--- config.mk ---
export PLATFORM = sky130hd
export DESIGN_NAME = consumer_fsm
export DESIGN_NICKNAME = d
export VERILOG_FILES = /design/src/rtl/consumer_fsm_pkg.sv /design/src/rtl/consumer_fsm_fifo.sv /design/src/rtl/consumer_fsm.sv
export SDC_FILE = /design/constraint.sdc
export NUM_CORES = 1
export LEC_CHECK = 0
export CAP_MARGIN = 20
export CORE_MARGIN = 10
export CORE_UTILIZATION = 56
export CTS_CLUSTER_DIAMETER = 60
export DETAILED_ROUTE_END_ITERATION = 6
export PLACE_DENSITY = 0.78
export SLEW_MARGIN = 10
export SYNTH_ARGS = -nofsm -noshare
export SYNTH_HDL_FRONTEND = slang
export SYNTH_SLANG_ARGS = --single-unit
--- constraint.sdc ---
create_clock -name clk -period 5.8 [get_ports clk]
set_clock_uncertainty 0.05 [all_clocks]
set_input_delay 0.87 -clock clk [delete_from_list [all_inputs] [get_ports clk]]
set_output_delay 0.87 -clock clk [all_outputs]
set_load 0.01 [all_outputs]
--- src/rtl/consumer_fsm_pkg.sv ---
// consumer_fsm_pkg: shared defaults and arbiter state encoding for the consumer pipeline
//   DATA_W_DEF / DEPTH_DEF : default result-word width and per-lane FIFO depth
//   arb_state_e            : round-robin preference (PREF_L1 is the reset state)
package consumer_fsm_pkg;

   localparam int DATA_W_DEF = 32;
   localparam int DEPTH_DEF  = 4;

   typedef enum logic {
      PREF_L1 = 1'b0,
      PREF_L2 = 1'b1
   } arb_state_e;

   // Stall one slot before full so a word already in flight still fits.
   function automatic int stall_thresh_default(input int depth);
      return depth - 1;
   endfunction

   // After a load the preference moves to the lane that was not served.
   function automatic arb_state_e other_lane(input logic took_l2);
      return took_l2 ? PREF_L1 : PREF_L2;
   endfunction

endpackage

--- src/rtl/consumer_fsm_fifo.sv ---
// consumer_fifo: per-lane result buffer with single-cycle flush
//   clk, reset           : clock, asynchronous active-high reset
//   push, din            : write request and word
//   pop                  : remove head (dout) this cycle
//   flush                : empty the buffer; a same-cycle push is discarded
//   dout                 : head word
//   full, empty, count   : occupancy status
//   wr_ok                : the push was written this cycle
module consumer_fifo #(
   parameter int DATA_W = 32,
   parameter int DEPTH  = 4
) (
   input  logic                     clk,
   input  logic                     reset,
   input  logic                     push,
   input  logic                     pop,
   input  logic                     flush,
   input  logic [DATA_W-1:0]        din,
   output logic [DATA_W-1:0]        dout,
   output logic                     full,
   output logic                     empty,
   output logic                     wr_ok,
   output logic [$clog2(DEPTH):0]   count
);

   localparam int AW = $clog2(DEPTH);

   logic [DATA_W-1:0] mem_q [DEPTH];
   logic [AW-1:0]     rd_ptr_q, rd_ptr_d, wr_ptr_q, wr_ptr_d;
   logic [AW:0]       count_q, count_d;
   logic              rd;

   always_comb begin
      full     = count_q == (AW+1)'(DEPTH);
      empty    = count_q == '0;
      rd       = pop && !empty && !flush;
      // A full buffer still accepts a word when its head leaves the same cycle.
      wr_ok    = push && !flush && (!full || rd);
      rd_ptr_d = flush ? '0 : rd_ptr_q + AW'(rd);
      wr_ptr_d = flush ? '0 : wr_ptr_q + AW'(wr_ok);
      count_d  = flush ? '0 : count_q + (AW+1)'(wr_ok) - (AW+1)'(rd);
   end

   always_ff @(posedge clk or posedge reset) begin
      if (reset) begin
         rd_ptr_q <= '0;
         wr_ptr_q <= '0;
         count_q  <= '0;
      end else begin
         rd_ptr_q <= rd_ptr_d;
         wr_ptr_q <= wr_ptr_d;
         count_q  <= count_d;
      end
   end

   // Storage needs no reset: contents are unreachable while the pointers say empty.
   always_ff @(posedge clk) begin
      if (wr_ok) mem_q[wr_ptr_q] <= din;
   end

   assign dout  = mem_q[rd_ptr_q];
   assign count = count_q;

endmodule

--- src/rtl/consumer_fsm.sv ---
// consumer_fsm: merges two pipeline result lanes into one registered sink stream
//   clk, reset                    : clock, asynchronous active-high reset
//   pipeline1/2_outputs, out_valid : lane result words and their qualifiers
//   flush_1, flush_2               : clear the corresponding lane buffer
//   sink_ready / sink_valid, sink_data, sink_lane : downstream handshake
//   global_stall                   : registered back-pressure to producers
//   overflow_err                   : sticky per-lane drop flags
//   lane1_count, lane2_count       : wrapping accepted-word counters
module consumer_fsm
   import consumer_fsm_pkg::*;
#(
   parameter int DATA_W       = DATA_W_DEF,
   parameter int DEPTH        = DEPTH_DEF,
   parameter int STALL_THRESH = stall_thresh_default(DEPTH)
) (
   input  logic              clk,
   input  logic              reset,
   input  logic [DATA_W-1:0] pipeline1_outputs,
   input  logic [DATA_W-1:0] pipeline2_outputs,
   input  logic [1:0]        out_valid,
   input  logic              flush_1,
   input  logic              flush_2,
   input  logic              sink_ready,
   output logic              sink_valid,
   output logic [DATA_W-1:0] sink_data,
   output logic              sink_lane,
   output logic              global_stall,
   output logic [1:0]        overflow_err,
   output logic [15:0]       lane1_count,
   output logic [15:0]       lane2_count
);

   localparam int             CW     = $clog2(DEPTH) + 1;
   localparam logic [CW-1:0]  THRESH = CW'(STALL_THRESH);

   logic [DATA_W-1:0] dout1, dout2;
   logic              full1, full2, empty1, empty2, wr1, wr2;
   logic [CW-1:0]     cnt1, cnt2, occ1_n, occ2_n;
   logic              avail1, avail2, can_load, take_l2, load, pop1, pop2;

   arb_state_e        arb_q, arb_d;
   logic              sink_valid_q, sink_valid_d;
   logic [DATA_W-1:0] sink_data_q, sink_data_d;
   logic              sink_lane_q, sink_lane_d;
   logic              stall_q, stall_d;
   logic [1:0]        ovf_q, ovf_d;
   logic [15:0]       c1_q, c1_d, c2_q, c2_d;

   consumer_fifo #(.DATA_W(DATA_W), .DEPTH(DEPTH)) u_lane1 (
      .clk   (clk),
      .reset (reset),
      .push  (out_valid[0]),
      .pop   (pop1),
      .flush (flush_1),
      .din   (pipeline1_outputs),
      .dout  (dout1),
      .full  (full1),
      .empty (empty1),
      .wr_ok (wr1),
      .count (cnt1)
   );

   consumer_fifo #(.DATA_W(DATA_W), .DEPTH(DEPTH)) u_lane2 (
      .clk   (clk),
      .reset (reset),
      .push  (out_valid[1]),
      .pop   (pop2),
      .flush (flush_2),
      .din   (pipeline2_outputs),
      .dout  (dout2),
      .full  (full2),
      .empty (empty2),
      .wr_ok (wr2),
      .count (cnt2)
   );

   always_comb begin
      // A lane being flushed this cycle offers nothing to the output stage.
      avail1       = !empty1 && !flush_1;
      avail2       = !empty2 && !flush_2;
      can_load     = !sink_valid_q || sink_ready;
      take_l2      = (avail1 && avail2) ? (arb_q == PREF_L2) : avail2;
      load         = can_load && (avail1 || avail2);
      pop1         = load && !take_l2;
      pop2         = load && take_l2;
      sink_valid_d = load || (sink_valid_q && !sink_ready);
      sink_data_d  = load ? (take_l2 ? dout2 : dout1) : sink_data_q;
      sink_lane_d  = load ? take_l2 : sink_lane_q;
      arb_d        = load ? other_lane(take_l2) : arb_q;
      occ1_n       = flush_1 ? '0 : cnt1 + CW'(wr1) - CW'(pop1);
      occ2_n       = flush_2 ? '0 : cnt2 + CW'(wr2) - CW'(pop2);
      stall_d      = (occ1_n >= THRESH) || (occ2_n >= THRESH);
      ovf_d        = ovf_q | {out_valid[1] && !flush_2 && full2 && !pop2,
                              out_valid[0] && !flush_1 && full1 && !pop1};
      c1_d         = c1_q + 16'(wr1);
      c2_d         = c2_q + 16'(wr2);
   end

   always_ff @(posedge clk or posedge reset) begin
      if (reset) begin
         arb_q        <= PREF_L1;
         sink_valid_q <= 1'b0;
         sink_data_q  <= '0;
         sink_lane_q  <= 1'b0;
         stall_q      <= 1'b0;
         ovf_q        <= 2'b00;
         c1_q         <= '0;
         c2_q         <= '0;
      end else begin
         arb_q        <= arb_d;
         sink_valid_q <= sink_valid_d;
         sink_data_q  <= sink_data_d;
         sink_lane_q  <= sink_lane_d;
         stall_q      <= stall_d;
         ovf_q        <= ovf_d;
         c1_q         <= c1_d;
         c2_q         <= c2_d;
      end
   end

   assign sink_valid   = sink_valid_q;
   assign sink_data    = sink_data_q;
   assign sink_lane    = sink_lane_q;
   assign global_stall = stall_q;
   assign overflow_err = ovf_q;
   assign lane1_count  = c1_q;
   assign lane2_count  = c2_q;

endmodule

==> results.md, run 1 <==
- Run status: finished, final reports clean
- DRC errors left: 0
- Count of yosys warnings during synthesis: 0
- Number of register bits inferred by synthesis: 340
- Worst setup path endpoint: global_stall
- Die Outline Area: approximately 30,000 µm²
- Crit path arrival time: roughly 4.3 ns
- Synthesized area: roughly 13,000 µm²
- Root buffer cell: clkbuf_16
- Final count of hold timing violations: 0
- Wire length per cell after detailed routing: roughly 23 µm
- Syn Inst Count: 670
- Internal reg-to-reg setup slack: roughly 2.2 ns
- Crit path time final: 3.92 ns
- Remaining max-slew budget at the tightest pin: about 40%
- Final worst slack: 1.88 ns
- Initial DRC Count: 661
- Share of the cycle needed by the critical path after routing: about two thirds
- Slew of the pin with the lowest slew margin: slightly below 0.9 ns
- Proportion of netlist area held by the largest area contributor: about three fifths
- MaxCap Viol Count: 0
- Std-Cell Rows: 56
- Pre-antenna DRT Iters: 4
- Number of setup violations in the final report: 0
- Synth area leaders: edfxtp_1, dfrtp_1, mux4_2, a221o_1, ha_1
- CTS H-tree depth: 2
- Synth Area per Inst: between 15 and 20 µm²
- Net Sw Frac: about 28%
- CTS Buf Count: 37
- Average vias per placed instance: between 5 and 6
- Cell type with the largest total area after synthesis: edfxtp_1
- Worst vdd ir: approximately 0.3 mV
- Area of the core: ~23,000 µm²
- FILL cells: around 1.5k
- Fraction of layout cells with a size suffix above 1: around 18%
- Global Route Usage Sum: 18.0%
- Number of global-route vias before repair: about 7.3k
- Part of the power in registers: between 40% and 50%
- Ratio of total power to cell area: 441 nW/µm²
- Worst hold margin: 0.423 ns
- Antenna violations before repair: 5
- Kind of critical path: input port to flop
- Fmax achieved: between 200 and 300 MHz
- Post-synth EDFFs: between 200 and 300
- CP max FO: 35
- CTS tree: yes
- Post-CTS Hold Buffers: 0
- Clock Sink Count: 340
- Cell variety after synth: 40
- Leakage Power: approximately 5.8 nW
- Combinational Power Share: 24.7%
- # port buffers: between 100 and 150
- Power dissipated by switching net loads: about 2 mW
- Most frequent cells after synthesis: edfxtp_1, dfrtp_1, mux4_2, and3_1, a221o_1
- Total via count after detailed routing: 6,846
- Clock share of power: between 30% and 40%
- Horizontal die dimension: 173 µm
- HPWL reported at the end of detailed placement: 17.3 mm
- Hold WC Path Type: flop to flop
- First-pass GRT wire length: between 40 and 50 mm
- Vertical die dimension: 173 µm
- Cell-internal power: 5.13 mW
- CTS-repair resized insts: 0
- Number of setup buffers added after CTS: 0
- Area occupied by registers: approximately 10000 µm²
- Initial core utilization: 56.4%
- Worst slack at placement: roughly 1.4 ns
- Final nets: 919
- Share of synthesized registers carrying an async set or reset: 24.7%
- Sequential share of the synthesized area: between 70% and 80%
- Cell with the most instances after synthesis: edfxtp_1
- Layout area overhead: 22.4%
- R2R Path Start: u_lane1.count[2]
- Register clock-pin slew on the reported worst setup and hold paths: approximately 0.060 ns
- WL final: around 27 mm
- Maximum number of pins on one net before global-route repair: 60
- Design Power: between 7 and 8 mW
- Unrepaired setup endpoints after global routing: false
- Net count of the mapped netlist: approximately 760
- Leading register cell type out of synthesis: edfxtp_1
- Routability congestion estimate from global placement: ~0.85
- Total Negative Setup Slacks: 0 ns
- GR Overflow Total: 0
- Endpoint class of the critical path: flop
- Reg2reg end: lane2_count[11]
- Reg2Reg Depth: 9
- Number of pins with negative max-slew slack in the final report: 0
- Worst-Skew Late Latency: approximately 0.52 ns
- Req. time, crit path: 6.14 ns
- Boundary pin count: 140
- Beginning of the critical path: flush_1
- Type of origin of the critical path: input port
- Area taken by multi-input logic gates: approximately 3200 µm²
- Longest Clk Path Bufs: 3
- Count of antenna-violating nets left after detailed routing: 0
state kept, by name, indices dropped and copies added, names as in the netlist:
name / flops
u_lane1.mem_q: 128
u_lane2.mem_q: 128
sink_data: 32
lane1_count: 16
lane2_count: 16
u_lane1.count: 3
u_lane2.count: 3
overflow_err: 2
u_lane1.rd_ptr_q: 2
u_lane1.wr_ptr_q: 2
u_lane2.rd_ptr_q: 2
u_lane2.wr_ptr_q: 2
arb_q: 1
global_stall: 1
sink_lane: 1
sink_valid: 1
stage by stage:
stage | utilization, % | cells | instance area [µm²]
after global placement | 64.0 | 1108 | 14900
after detailed placement | 64.0 | 1108 | 14900
after global routing | 69.1 | 1176 | 16100
final | 69.1 | 1177 | 16100
after floorplan | - | 670 | 13200
after CTS | 69.1 | 1175 | 16100
critical path, cell delays in order:
cell	delay (ns)
clkdlybuf4s50_1	0.59
or3_1	0.81
a21oi_1	0.67
nor2_1	0.19
ha_1	0.24
ha_1	0.28
inv_1	0.06
ha_1	0.21
xnor2_1	0.12
o21ai_0	0.14
nand2_1	0.07
kinds of logic (layout without fill, tap and decap cells):
group / after synthesis / after routing / synth area share (%)
flip-flops: 340 / 340 / 74.4
AND/OR/NAND/NOR: 118 / 118 / 5.10
multiplexers: 64 / 64 / 10.9
AO/OA/AOI/OAI: 45 / 45 / 3.18
buffers and inverters: 45 / 231 / 1.99
XOR/XNOR: 38 / 38 / 2.53
adder cells (fa/ha/maj): 20 / 20 / 1.90
other: 0 / 2 / 0
final cells by class:
class,instances,share of cell area [%]
timing repair buffer,153,9.28
sequential,340,60.8
multi-input combinational,285,19.8
tap,319,2.48
clock buffer,46,6.28
clock inverter,21,1.02
inverter,11,0.342
antenna,2,0.0310
worst min path at each step:
| stage | from | endpoint | slack (ns) | cells after the start |
|---|---|---|---|---|
| floorplan | arb_q | arb_q | 0.41 | 1 |
| global placement | overflow_err[0] | overflow_err[0] | 0.41 | 2 |
| detailed placement | lane2_count[15] | lane2_count[15] | 0.41 | 1 |
| CTS | lane2_count[15] | lane2_count[15] | 0.43 | 1 |
| global route | lane1_count[15] | lane1_count[15] | 0.45 | 1 |
| finish | lane2_count[15] | lane2_count[15] | 0.42 | 1 |
routing by layer:
metal	wire, µm	part of all wire, %	global-route usage (%)	up-vias
met5	24	0.087	0	-
met1	11300	41	23.3	3500
li1	-	-	-	3019
met3	2080	7.6	5.36	60
met4	856	3.1	6.36	4
met2	13200	48	28.6	263
placed cells by master (no fill, tap or decap), types with 10 or more instances in the layout:
cell type        count
nor2_1              21
a221o_1             32
buf_4               14
clkdlybuf4s50_1    139
dfrtp_1             81
and3_1              38
edfxtp_1           256
clkbuf_16           39
mux4_2              64
xnor2_1             24
clkinv_2            10
nand2_1             13
ha_1                20
xor2_1              14
power by group through the flow:
stage | registers [mW] | logic (mW) | clock network [mW]
CTS | 3.11 | 1.79 | 2.27
floorplan | 3.15 | 1.10 | 0
detailed placement | 3.16 | 1.77 | 0
global route | 3.14 | 1.91 | 2.37
global placement | 3.14 | 1.72 | 0
finish | 3.12 | 1.76 | 2.23
No activity file was read; power rests on OpenSTA's default activity.
==> inputs of run 2 (changes only) <==
clock period = 3.8 ns   (was 5.8 ns; I/O delays follow)
==> run 2 against run 1 <==
  * Sequential power increased by 54%
  * Worst setup slack lost 1.1 ns
  * Die area did not move
  * Hold slack improved by 0.0027 ns
  * Cell count up 0.17%
  * Register-to-register slack got worse by 1.4 ns
  * Cell area rose by 0.30%
  * Sequential share of layout area fell by 0.19 points
  * Sequential cell count is the same
  * Via count up 0.32%
  * Combinational power grew 51%
  * Critical endpoint is now lane1_count[12]
  * Largest cell class unchanged
  * Highest routed layer unchanged
==> results.md, run 2 (synthesis results as in run 1) <==
- Final count of hold timing violations: 0 (unchanged)
- MaxCap Viol Count: 0 (unchanged)
- Horizontal die dimension: 173 µm (unchanged)
- Post-CTS Hold Buffers: 0 (unchanged)
- Global Route Usage Sum: 18.0% (about the same)
- Internal reg-to-reg setup slack: 0.78 ns (was 2.21 ns)
- Instance count after placement with tap cells included: 1,115 (was 1,108)
- Unrepaired setup endpoints after global routing: false (unchanged)
- First-pass GRT wire length: 42.3 mm (was 42.6 mm)
- Fin util: 69.3% (was 69.1%)
- Boundary pin count: 140 (unchanged)
- Kind of critical path: flop to flop (was input port to flop)
- CTS Buf Count: 35 (was 37)
- Antenna violations before repair: 3 (was 5)
- Number of global-route vias before repair: 7,489 (was 7,295)
- Area of the core: 23,300 µm² (unchanged)
- Non-Filler Instances: 1,179 (was 1,177)
- Req. time, crit path: 4.13 ns (was 6.14 ns)
- CTS-repair resized insts: 0 (unchanged)
- Net Sw Frac: 27.2% (was 27.9%)
- Number of pins with negative max-slew slack in the final report: 0 (unchanged)
- Layout area overhead: 22.8% (was 22.4%)
- Leading cell type in the layout, fill and taps excluded: edfxtp_1 (unchanged)
- GR Overflow Total: 0 (unchanged)
- Fmax achieved: roughly 330 MHz
- Part of the power in registers: 44.6% (was 43.9%)
- Leakage Power: 5.82 nW (was 5.80 nW)
- Std-Cell Rows: 56 (unchanged)
- Most used cells in the layout excluding fill and tap cells: edfxtp_1, clkdlybuf4s50_1, dfrtp_1 (unchanged)
- Count of antenna-violating nets left after detailed routing: 0 (unchanged)
- Ratio of total power to cell area: 668 nW/µm² (was 441 nW/µm²)
- Type of origin of the critical path: flop (was input port)
- Cell class contributing the biggest share of worst-path delay: simple AND/OR/NAND/NOR gates (unchanged)
- CP max FO: 7 (was 35)
- Run status: finished, final reports clean (unchanged)
- Clock share of power: 30.8% (was 31.4%)
- Maximum number of pins on one net before global-route repair: 40 (was 60)
- Average vias per placed instance: 5.83 (was 5.82)
- Crit path time final: between 3 and 4 ns
- Chain of cells forming the critical path: nor3_2 > or3_1 > or2_1 > a31oi_1 > ha_1 > ha_1 > nand4_1 > nand2b_1 > xnor2_1 (was clkdlybuf4s50_1 > or3_1 > a21oi_1 > nor2_1 > ha_1 > ha_1 > inv_1 > ha_1 > xnor2_1 > o21ai_0 > nand2_1)
- Die Outline Area: 30,000 µm² (unchanged)
- Longest Clk Path Bufs: 3 (unchanged)
- Routability congestion estimate from global placement: 0.876 (was 0.854)
- Share of the cycle needed by the critical path after routing: between 70% and 80%
- CP bufs+invs: 0 (was 2)
- Pre-antenna DRT Iters: 5 (was 4)
- Crit path arrival time: 3.35 ns (was 4.26 ns)
- Register clock-pin slew on the reported worst setup and hold paths: 0.06 ns (about the same)
- Most common cell type on the critical path: ha_1 (unchanged)
- Hold WC Path Type: flop to flop (unchanged)
- Final nets: 924 (was 919)
- Initial DRC Count: 563 (was 661)
- Cell-internal power: 7.86 mW (was 5.13 mW)
- Vertical die dimension: 173 µm (unchanged)
- Endpoint class of the critical path: flop (unchanged)
- CTS H-tree depth: 2 (unchanged)
- # port buffers: 139 (unchanged)
- Total via count after detailed routing: 6,868 (was 6,846)
- Number of setup buffers added after CTS: 0 (unchanged)
- Worst-Skew Late Latency: 0.51 ns (was 0.52 ns)
- Combinational Power Share: 24.6% (was 24.7%)
- Power dissipated by switching net loads: 2.93 mW (was 1.98 mW)
- CTS tree: yes (unchanged)
- Critical path's largest stage delay: 0.63 ns (was 0.81 ns)
- Slowest-stage cell, CP: dfrtp_1 (was or3_1)
- Clock Sink Count: 340 (unchanged)
- Wire length per cell after detailed routing: 23.0 µm (was 23.3 µm)
- Remaining max-slew budget at the tightest pin: 49.6% (was 40.4%)
- HPWL reported at the end of detailed placement: 17.6 mm (was 17.3 mm)
- Fraction of layout cells with a size suffix above 1: 17.8% (was 17.9%)
- Number of setup violations in the final report: 0 (unchanged)
- Initial core utilization: 56.4% (unchanged)
- WL final: 27.1 mm (was 27.4 mm)
- DRC errors left: 0 (unchanged)
- Worst vdd ir: 0.544 mV (was 0.307 mV)
- Slew of the pin with the lowest slew margin: 0.755 ns (was 0.894 ns)
- Root buffer cell: clkbuf_16 (unchanged)
-- run 2: changes by cell type in the layout (fill, tap and decap cells not counted), sizes merged --
cell / change
inv: -3
diode: -1
clkbuf: +2
bufinv: +1
buf: +7
clkinvlp: -1
clkinv: -3
-- run 2: layer usage --
| metal | GRT usage (%) | vias to the layer above | wire [µm] |
|---|---|---|---|
| li1 | - | 3030 | - |
| met1 | 22.3 | 3519 | 10700 |
| met2 | 29.8 | 259 | 13500 |
| met3 | 4.70 | 56 | 2030 |
| met4 | 6.86 | 4 | 818 |
| met5 | 0 | - | 33 |
-- run 2: path summary, 6_finish.rpt --
| kind | startpoint | end | cells past startpoint |
|---|---|---|---|
| worst max-delay path | u_lane1.count[2] | lane1_count[12] | 9 |
| worst min-delay path | overflow_err[0] | overflow_err[0] | 2 |
| worst max register to register | u_lane1.count[2] | lane1_count[12] | 9 |
| worst min register to register | overflow_err[0] | overflow_err[0] | 2 |
| max in group asynchronous | reset | u_lane2.rd_ptr_q[0] | 3 |
| min in group asynchronous | reset | u_lane1.count[1] | 2 |
-- run 2: worst min-delay path, delay by kind of cell (launching register included) --
kind | cells | cell delay (ns)
buffers and inverters | 1 | 0.05
AOI/OAI and AO/OA | 1 | 0.06
DFF | 1 | 0.34
-- run 2: power groups by stage --
stage / Sequential, mW / Clock (mW) / Combinational (mW)
floorplan: 4.81 / 0 / 1.68
global placement: 4.85 / 0 / 2.62
detailed placement: 4.87 / 0 / 2.69
CTS: 4.81 / 3.38 / 2.70
global route: 4.86 / 3.53 / 2.88
finish: 4.81 / 3.32 / 2.66
-- run 2: cell type report --
type                       count  area [µm²]
fill                        1486        7170
multi-input combinational    285        3230
timing repair buffer         160        1560
antenna                        1        2.50
clock buffer                  48        1010
tap                          319         399
sequential                   340        9790
inverter                      11        55.1
clock inverter                15         123
-- run 2: stage by stage --
| step | cell area, µm² | hold WS, ns | setup TNS [ns] | worst slack, ns | total power, mW |
|---|---|---|---|---|---|
| global route | 16200 | 0.432 | 0 | 0.568 | 11.3 |
| global placement | 15000 | 0.410 | 0 | 0.525 | 7.47 |
| finish | 16200 | 0.426 | 0 | 0.778 | 10.8 |
| floorplan | 13200 | 0.407 | -69.68 | -0.726 | 6.49 |
| detailed placement | 15000 | 0.407 | 0 | 0.420 | 7.57 |
| CTS | 16200 | 0.420 | 0 | 0.786 | 10.9 |
==> inputs of run 3 (changes only) <==
CORE_UTILIZATION = 51   (was 56)
PLACE_DENSITY = 0.75   (was 0.78)
clock period = 2.7 ns   (was 3.8 ns; I/O delays follow)
==> run 3 against run 2 <==
  * Global-route usage shrank 0.49 points
  * Cell count grew 3.5%
  * Clock power grew 49%
  * Worst setup slack lost 0.68 ns
  * Core utilization shrank 3.5 points
  * Combinational power grew 56%
  * Non-clock buffer count grew 26
  * Register-to-register slack lost 0.68 ns
  * Hold slack lost 0.30 ns
  * First-iteration DRC count shrank 6.7%
  * Power grew 47%
  * Critical path depth grew 2
  * Critical path type unchanged
  * Critical endpoint is now u_lane1.count[2]
  * Largest cell class unchanged
  * Highest routed layer unchanged
==> results.md, run 3 (synthesis results as in run 1) <==
- Run status: finished, final reports clean (unchanged)
- Endpoint class of the critical path: flop (unchanged)
- Clock Sink Count: 340 (unchanged)
- Slowest-stage cell, CP: dfrtp_1 (unchanged)
- GR Overflow Total: 0 (unchanged)
- # port buffers: 139 (unchanged)
- Initial DRC Count: 525 (was 563)
- Antenna violations before repair: 2 (was 3)
- Worst hold margin: 0.126 ns (was 0.426 ns)
- Boundary pin count: 140 (unchanged)
- Instance count after placement with tap cells included: 1,151 (was 1,115)
- Hold WC Path Type: input port to async pin (was flop to flop)
- Worst setup path endpoint: u_lane1.count[2] (was lane1_count[12])
- WL final: 28.7 mm (was 27.1 mm)
- Most used cells in the layout excluding fill and tap cells: edfxtp_1, clkdlybuf4s50_1, dfrtp_1 (unchanged)
- Most common cell type on the critical path: ha_1 (unchanged)
- Critical path's largest stage delay: 0.40 ns (was 0.63 ns)
- Internal reg-to-reg setup slack: 0.1 ns (was 0.78 ns)
- Cell class contributing the biggest share of worst-path delay: simple AND/OR/NAND/NOR gates (unchanged)
- Crit path arrival time: 2.93 ns (was 3.35 ns)
- Number of setup violations in the final report: 0 (unchanged)
- CTS tree: yes (unchanged)
- Area taken by multi-input logic gates: 3280 µm² (was 3230 µm²)
- Kind of critical path: flop to flop (unchanged)
- First-pass GRT wire length: 44.9 mm (was 42.3 mm)
- Worst vdd ir: 0.798 mV (was 0.544 mV)
- Std-Cell Rows: 58 (was 56)
- Routability congestion estimate from global placement: 0.821 (was 0.876)
- CTS Buf Count: 37 (was 35)
- Layout area overhead: 26.5% (was 22.8%)
- Leakage Power: 6.04 nW (was 5.82 nW)
- Die Outline Area: 32,600 µm² (was 30,000 µm²)
- Chain of cells forming the critical path: or3_4 > and3_1 > or2_4 > a31oi_4 > ha_2 > ha_1 > inv_1 > buf_4 > ha_1 > xor2_1 > nor2_1 (was nor3_2 > or3_1 > or2_1 > a31oi_1 > ha_1 > ha_1 > nand4_1 > nand2b_1 > xnor2_1)
- CTS H-tree depth: 2 (unchanged)
- Count of antenna diodes in the layout: 0 (was 1)
- Horizontal die dimension: 181 µm (was 173 µm)
- Longest Clk Path Bufs: 3 (unchanged)
- Pre-antenna DRT Iters: 6 (was 5)
- MaxCap Viol Count: 0 (unchanged)
- Global Route Usage Sum: 17.5% (was 18.0%)
- HPWL reported at the end of detailed placement: 18.9 mm (was 17.6 mm)
- CP Depth: 11 (was 9)
- Remaining max-slew budget at the tightest pin: 66.7% (was 49.6%)
- Root buffer cell: clkbuf_16 (unchanged)
- Reg2Reg Depth: 11 (was 9)
- Fraction of layout cells with a size suffix above 1: 21.5% (was 17.8%)
- Unrepaired setup endpoints after global routing: false (unchanged)
- Fmax achieved: 384 MHz (was 331 MHz)
- Wire length per cell after detailed routing: 23.5 µm (was 23.0 µm)
- Non-Filler Instances: 1,220 (was 1,179)
- Count of antenna-violating nets left after detailed routing: 0 (unchanged)
- Ratio of total power to cell area: 950 nW/µm² (was 668 nW/µm²)
- Total via count after detailed routing: 7,012 (was 6,868)
- Area of the core: 25,300 µm² (was 23,300 µm²)
- Number of global-route vias before repair: 7,674 (was 7,489)
- CP bufs+invs: 2 (was 0)
- Share of the cycle needed by the critical path after routing: 96.4% (was 79.5%)
- Beginning of the critical path: u_lane2.count[1] (was u_lane1.count[2])
- Average vias per placed instance: 5.75 (was 5.83)
- Total Negative Setup Slacks: 0 ns (unchanged)
- Type of origin of the critical path: flop (unchanged)
- DRC errors left: 0 (unchanged)
- Fin util: 65.7% (was 69.3%)
- Crit path time final: 2.60 ns (was 3.02 ns)
- Final nets: 952 (was 924)
- Area occupied by registers: 9790 µm² (unchanged)
- Initial core utilization: 52.0% (was 56.4%)
- Worst-Skew Late Latency: 0.51 ns (about the same)
- Reg2reg end: u_lane1.count[2] (was lane1_count[12])
- Number of pins with negative max-slew slack in the final report: 0 (unchanged)
- Leading cell type in the layout, fill and taps excluded: edfxtp_1 (unchanged)
- R2R Path Start: u_lane2.count[1] (was u_lane1.count[2])
- Final count of hold timing violations: 0 (unchanged)
- FILL cells: 1,680 (was 1,486)
- CP max FO: 3 (was 7)
- Register clock-pin slew on the reported worst setup and hold paths: 0.06 ns (about the same)
- Vertical die dimension: 181 µm (was 173 µm)
- Req. time, crit path: 3.03 ns (was 4.13 ns)
- Slew of the pin with the lowest slew margin: 0.500 ns (was 0.755 ns)
- Maximum number of pins on one net before global-route repair: 36 (was 40)
## run 3: changes by cell type in the layout (fill, tap and decap cells not counted), moves of 3 or more
cell / before / now
buf_4: 20 / 35
buf_12: 1 / 12
clkbuf_1: 7 / 10
clkbuf_16: 37 / 40
clkinv_1: 4 / 1
## run 3: repair_timing
| item | CTS | global route |
|---|---|---|
| pin swaps | 0 | 1 |
| buffers inserted | 0 | 1 |
| setup endpoints to repair | 2 | 7 |
| endpoints found under the hold margin | 0 | 0 |
| hold buffers | 0 | 0 |
| resized for setup | 1 | 4 |
## run 3: area by class of cell
type	instances	area share, %
Clock buffer	53	6.48
Clock inverter	15	0.812
Inverter	11	0.331
Multi-Input combinational cell	285	19.7
Sequential cell	340	58.8
Tap cell	330	2.48
Timing Repair Buffer	186	11.4
## run 3: report_power, final
group          internal (mW)  leakage, nW  total (mW)  switching [mW]
combinational           2.25         2.02        4.16            1.91
clock                   2.99        0.605        4.94            1.95
sequential              6.24         3.41        6.71           0.475
## run 3: worst min-delay path by stage
stage | start | endpoint | slack [ns] | depth (start not counted)
final | reset | arb_q | 0.13 | 2
after global routing | reset | u_lane1.count[1] | 0.13 | 2
after CTS | reset | u_lane2.count[2] | 0.11 | 2
after detailed placement | lane2_count[15] | lane2_count[15] | 0.42 | 1
after floorplan | arb_q | arb_q | 0.41 | 1
after global placement | lane1_count[15] | lane1_count[15] | 0.41 | 1
## run 3: per-stage QoR
step                power [mW]  cell area [µm²]  setup slack (ns)
floorplan                 9.25            13300           -0.0893
global placement          10.8            15400            -0.272
detailed placement        11.0            15400            -0.401
CTS                       16.0            16600           0.00437
global route              16.5            16700            0.0242
finish                    15.8            16700            0.0983
## run 3: layer usage
layer  track usage (%)  share of wire (%)  wire length (µm)
met1              21.9                 40             11400
met2              29.8                 51             14700
met3              4.26                6.6              1890
met4              4.82                2.2               631
met5                 0              0.080                23
